**src/rtl/array_mul_pipe_if.sv**
```systemverilog
// array_mul_pipe_if: operand/result valid-ready bundle for array_mul_pipe
interface array_mul_pipe_if #(parameter int WIDTH = 16);
  logic in_valid, in_ready, signed_mode, out_valid, out_ready;
  logic [WIDTH-1:0] a, b;
  logic [2*WIDTH-1:0] product;
  modport master(output in_valid, a, b, signed_mode, out_ready, input in_ready, out_valid, product);
  modport slave(input in_valid, a, b, signed_mode, out_ready, output in_ready, out_valid, product);
endinterface

```
**src/rtl/array_mul_pipe.sv**
```systemverilog
// array_mul_pipe: pipelined carry-save array multiplier, unsigned or Baugh-Wooley signed
module array_mul_pipe #(
  parameter int WIDTH = 16,
  parameter int ROWS_PER_STAGE = 4
) (
  input logic clk,
  input logic rst_n,
  array_mul_pipe_if.slave bus
);
  localparam int STAGES = (WIDTH + ROWS_PER_STAGE - 1) / ROWS_PER_STAGE;
  localparam int P = 2 * WIDTH;
  typedef struct packed {
    logic v;
    logic sm;
    logic [WIDTH-1:0] a;
    logic [WIDTH-1:0] b;
    logic [P-1:0] s;
    logic [P-1:0] c;
  } stg_t;
  stg_t stg [STAGES];
  logic en;
  logic out_valid_q;
  logic [P-1:0] product_q;
  function automatic logic [2*P-1:0] reduce(input stg_t x, input int k);
    logic [P-1:0] s, c, row, t;
    int j;
    s = x.s;
    c = x.c;
    for (int r = 0; r < ROWS_PER_STAGE; r++) begin
      j = k * ROWS_PER_STAGE + r;
      if (j < WIDTH) begin
        row = '0;
        for (int i = 0; i < WIDTH; i++)
          row[i+j] = (x.a[i] & x.b[j]) ^ (x.sm & ((i == WIDTH - 1) ^ (j == WIDTH - 1)));
        t = s ^ c ^ row;
        c = ((s & c) | (s & row) | (c & row)) << 1;
        s = t;
      end
    end
    return {s, c};
  endfunction
  assign en = !(out_valid_q && !bus.out_ready);
  assign bus.in_ready = rst_n && en;
  assign bus.out_valid = out_valid_q;
  assign bus.product = product_q;
  // Baugh-Wooley constant terms 2^W + 2^(2W-1) seed the sum vector in signed mode
  assign stg[0] = '{
    v: bus.in_valid && bus.in_ready,
    sm: bus.signed_mode,
    a: bus.a,
    b: bus.b,
    s: bus.signed_mode ? ((P'(1) << WIDTH) | (P'(1) << (P - 1))) : '0,
    c: '0
  };
  for (genvar k = 0; k < STAGES; k++) begin : g_stage
    logic [2*P-1:0] red;
    assign red = reduce(stg[k], k);
    if (k < STAGES - 1) begin : g_mid
      stg_t stg_d, stg_q;
      assign stg_d = '{v: stg[k].v, sm: stg[k].sm, a: stg[k].a, b: stg[k].b, s: red[2*P-1:P], c: red[P-1:0]};
      always_ff @(posedge clk)
        if (!rst_n) stg_q.v <= 1'b0;
        else if (en) stg_q <= stg_d;
      assign stg[k+1] = stg_q;
    end else begin : g_last
      logic [P-1:0] product_d;
      assign product_d = stg[k].v ? red[2*P-1:P] + red[P-1:0] : product_q;
      always_ff @(posedge clk)
        if (!rst_n) begin
          out_valid_q <= 1'b0;
          product_q <= '0;
        end else if (en) begin
          out_valid_q <= stg[k].v;
          product_q <= product_d;
        end
    end
  end
endmodule

```
**src/flat_wrapper.sv**
```systemverilog
// flat-port wrapper written by rule: the top's interface ports become plain ports
module array_mul_pipe_flat 
#(
  parameter int WIDTH = 16,
  parameter int ROWS_PER_STAGE = 4
)
  (clk, rst_n, bus_in_valid, bus_a, bus_b, bus_signed_mode, bus_out_ready, bus_in_ready, bus_out_valid, bus_product);
  array_mul_pipe_if #(.WIDTH(WIDTH)) bus_i ();
  input logic clk;
  input logic rst_n;
  input wire logic [$bits(bus_i.in_valid)-1:0] bus_in_valid;
  input wire logic [$bits(bus_i.a)-1:0] bus_a;
  input wire logic [$bits(bus_i.b)-1:0] bus_b;
  input wire logic [$bits(bus_i.signed_mode)-1:0] bus_signed_mode;
  input wire logic [$bits(bus_i.out_ready)-1:0] bus_out_ready;
  output wire logic [$bits(bus_i.in_ready)-1:0] bus_in_ready;
  output wire logic [$bits(bus_i.out_valid)-1:0] bus_out_valid;
  output wire logic [$bits(bus_i.product)-1:0] bus_product;
  assign bus_i.in_valid = bus_in_valid;
  assign bus_i.a = bus_a;
  assign bus_i.b = bus_b;
  assign bus_i.signed_mode = bus_signed_mode;
  assign bus_i.out_ready = bus_out_ready;
  assign bus_in_ready = bus_i.in_ready;
  assign bus_out_valid = bus_i.out_valid;
  assign bus_product = bus_i.product;
  array_mul_pipe #(.WIDTH(WIDTH), .ROWS_PER_STAGE(ROWS_PER_STAGE)) u_core (.clk(clk), .rst_n(rst_n), .bus(bus_i));
endmodule
```
**config.mk**
```make
export PLATFORM = sky130hd
export DESIGN_NAME = array_mul_pipe_flat
export DESIGN_NICKNAME = d
export VERILOG_FILES = /design/src/rtl/array_mul_pipe_if.sv /design/src/rtl/array_mul_pipe.sv /design/src/flat_wrapper.sv
export SDC_FILE = /design/constraint.sdc
export NUM_CORES = 1
export LEC_CHECK = 0
export ABC_AREA = 1
export BUFFER_PORTS_ARGS = -buffer_cell sky130_fd_sc_hd__buf_2
export CELL_PAD_IN_SITES_DETAIL_PLACEMENT = 0
export CELL_PAD_IN_SITES_GLOBAL_PLACEMENT = 1
export CORE_MARGIN = 10
export CORE_UTILIZATION = 30
export CTS_BUF_LIST = sky130_fd_sc_hd__clkbuf_2
export DETAILED_ROUTE_END_ITERATION = 8
export PLACE_DENSITY_LB_ADDON = 0.05
export SETUP_SLACK_MARGIN = 0.05
export SYNTH_ARGS = -nofsm -noshare
export SYNTH_HDL_FRONTEND = slang
export SYNTH_SLANG_ARGS = --single-unit
```
**constraint.sdc**
```tcl
create_clock -name clk -period 13.1 [get_ports clk]
set_input_delay 1.31 -clock clk [delete_from_list [all_inputs] [get_ports clk]]
set_output_delay 1.31 -clock clk [all_outputs]
set_load 0.05 [all_outputs]
```
==> flow_metrics.env <==
export IMPL_ys_seq_area_share_pct=41.8
export IMPL_synthToLayoutAreaGrowth_pct=11.4
export IMPL_grt_pass1_vias=10000
export IMPL_synth_top_area_cell="edfxtp_1"
export IMPL_status="finished clean"
export IMPL_dpl_worst_slack_ps=8740
export IMPL_rows=83
export IMPL_wire_per_inst_microns=12.2
export IMPL_r2r_end="u_core.bus.product[24]"
export IMPL_cts_buffer_depth=3
export IMPL_endpoint="u_core.bus.product[24]"
export IMPL_maxCapViolations=0
export IMPL_vias=9015
export IMPL_clk_pin_slew_ps=100
export IMPL_place_inst=2225
export IMPL_ys_warn_count=0
export IMPL_drv_slew=0
export IMPL_syn_area_sq_mm=0.0155
export IMPL_fmax_mhz=231
export IMPL_yosys_register_bits=228
export IMPL_hp_class="register to register"
export IMPL_synth_area_top_cells="edfxtp_1 37%, fa_1 27%, inv_1 11%"
export IMPL_cts_root_buffer="clkbuf_2"
export IMPL_dp_hpwl_microns=22900
export IMPL_holdWs_ps=415
export IMPL_setup_worst_path_start_class="register"
export IMPL_worst_r2r_setup_slack_ps=8770
export IMPL_setup_violations=0
export IMPL_synth_common_cells="469 x inv_1, 330 x nand2_1, 211 x fa_1, 192 x edfxtp_1, 60 x nor2_1"
export IMPL_routed_via_density=3.84
export IMPL_arrival_ps=5190
export IMPL_postSynth_asyncResetShare_pct=0
export IMPL_path_common_cell="inv_1"
export IMPL_r2r_start="u_core.g_stage[2].g_mid.stg_q[76]"
export IMPL_die_area_sq_mm=0.0612
export IMPL_worst_setup_path_type="register to register"
export IMPL_ys_flop_type="edfxtp_1"
export IMPL_syn_nets=1805
export IMPL_crit_chain="nand2_1, inv_1, fa_1, fa_1, inv_1, fa_1, fa_1, inv_1, ha_1, inv_1, fa_1, inv_1, nand3_1, nand3_1, a21oi_1, or2_0, nand3_1, nand2_1, inv_1"
export IMPL_cts_repair_resized=0
export IMPL_cts_tree="done"
export IMPL_clkSinkCount=228
export IMPL_remaining_drc_errors=0
export IMPL_numCtsBuffers=66
export IMPL_synth_most_common_cell="inv_1"
export IMPL_cp_top_family="adder cells"
export IMPL_fin_ws_ps=8770
export IMPL_synth_edf_count=192
export IMPL_initial_core_util_pct=30.3
export IMPL_worstRegToRegCells=19
export IMPL_cts_max_level=3
export IMPL_end_kind="register"
export IMPL_pin_count=71
export IMPL_hold_buffers=0
export IMPL_startpoint="u_core.g_stage[2].g_mid.stg_q[76]"
export IMPL_clk_insertion_delay_late_ps=950
export IMPL_antenna_found_initial=2
export IMPL_fin_crit_ps=4330
export IMPL_syn_area_per_cell_sq_um=10.2
export IMPL_fin_crit_sh_pct=33.0
export IMPL_tightest_slew_ps=961
export IMPL_final_cells=2348
export IMPL_drt_pass1_iter_count=4
export IMPL_slew_headroom_pct=35.9
export IMPL_post_cts_buffers=0
export IMPL_layout_nets=1905
export IMPL_clock_skew_ps=67.4
export IMPL_grt_pass1_wl_microns=50700
export IMPL_ant_nets=0
export IMPL_finalHoldViolations=0
export IMPL_globalRouteTotalUtil_pct=10.2
export IMPL_core_area_sq_mm=0.0512
export IMPL_worst_path_buf_inv=6
export IMPL_grt_max_degree=77
export IMPL_path_depth=19
export IMPL_cp_max_fo=16
export IMPL_final_fill_count=5340
export IMPL_drive_above_1_share_pct=12.3
export IMPL_io_buffer_count=70
export IMPL_syn_instance_count=1513
export IMPL_rsz0062_at_grt="false"
export IMPL_drt_total_wl_microns=28700
export IMPL_gp_congestion=0.727
export IMPL_synth_top_area_share_pct=37.2
export IMPL_grt_overflow=0
export IMPL_die_h_microns=247
export IMPL_final_setup_tns_ps=0
export IMPL_fp_dieW_microns=247
export IMPL_cp_data_required_time_ps=13970
export IMPL_max_stage_delay_ps=720
export IMPL_synth_cell_types=31
export IMPL_crit_slowest_cell="edfxtp_1"
export IMPL_drtIter0Drc=190
[worst min-delay path by stage]
stage	from	end	slack [ps]	depth (start not counted)
after detailed placement	u_core.g_stage[0].g_mid.stg_q[34]	u_core.g_stage[1].g_mid.stg_q[34]	410	0
after global placement	u_core.g_stage[0].g_mid.stg_q[33]	u_core.g_stage[1].g_mid.stg_q[33]	400	0
after floorplan	u_core.g_stage[0].g_mid.stg_q[32]	u_core.g_stage[1].g_mid.stg_q[32]	400	0
after global routing	bus_b[9]	u_core.g_stage[0].g_mid.stg_q[73]	370	1
final	u_core.g_stage[0].g_mid.stg_q[79]	u_core.g_stage[1].g_mid.stg_q[79]	420	0
after CTS	bus_b[5]	u_core.g_stage[0].g_mid.stg_q[69]	340	1
[sequential cells by signal (all words and copies together) (netlist names)]
name / count
u_core.bus.product: 32
u_core.bus.out_valid: 1
u_core.g_stage.g_mid.stg_q: 195
[final cells by class]
class | count | area [sq um] | area share, %
sequential | 228 | 6490 | 37.6
clock inverter | 26 | 221 | 1.28
antenna | 3 | 7.51 | 0.0435
timing repair buffer | 75 | 388 | 2.25
tap | 680 | 851 | 4.93
multi-input combinational | 767 | 7060 | 40.9
clock buffer | 94 | 470 | 2.72
inverter | 475 | 1780 | 10.3
[layer usage]
metal  global-route usage [%]  wire (microns)
met3                     2.57            1280
met5                        0              13
met2                     16.4           13300
met1                     12.5           13300
met4                     5.02             775
[worst register-to-register path, cell delays in order, from the launching register on]
cell	delay, ps
edfxtp_1	720
nand2_1	110
inv_1	80
fa_1	430
fa_1	490
inv_1	50
fa_1	500
fa_1	410
inv_1	60
ha_1	150
inv_1	60
fa_1	460
inv_1	100
nand3_1	70
nand3_1	140
a21oi_1	90
or2_0	200
nand3_1	70
nand2_1	50
inv_1	40
[through the flow]
stage	utilization, %	instance area, sq um
after floorplan	-	15500
after global placement	32.4	16600
after detailed placement	32.4	16600
after CTS	33.7	17300
after global routing	33.7	17300
final	33.7	17300
[cells in the final DEF, fill, tap and decap left out, types with 3 or more instances in the layout]
master       n
nor2_1      59
o21ai_0     25
nand2_2      8
buf_4        5
fa_1       211
nand3_2      3
diode_2      3
a21oi_1     17
clkbuf_2    94
xor2_1      31
clkinv_2     5
clkinv_1    15
edfxtp_1   192
dfxtp_1     36
inv_1      469
buf_2       70
inv_2        5
o211ai_1     3
bufinv_16    4
ha_1        44
nor2_4       3
nand3_1     21
nand2_1    330
[cell families after synthesis]
family / share of synthesized area [%]
xor gates and xnor gates: 1.86
AOI/OAI and AO/OA: 1.61
DFF: 41.8
and+or+nand+nor: 11.2
adders and majority gates: 30.8
buffers and inverters: 12.7
Power is not shown: default switching activity piles up to over one toggle a cycle in this logic, so the estimate is an artifact.
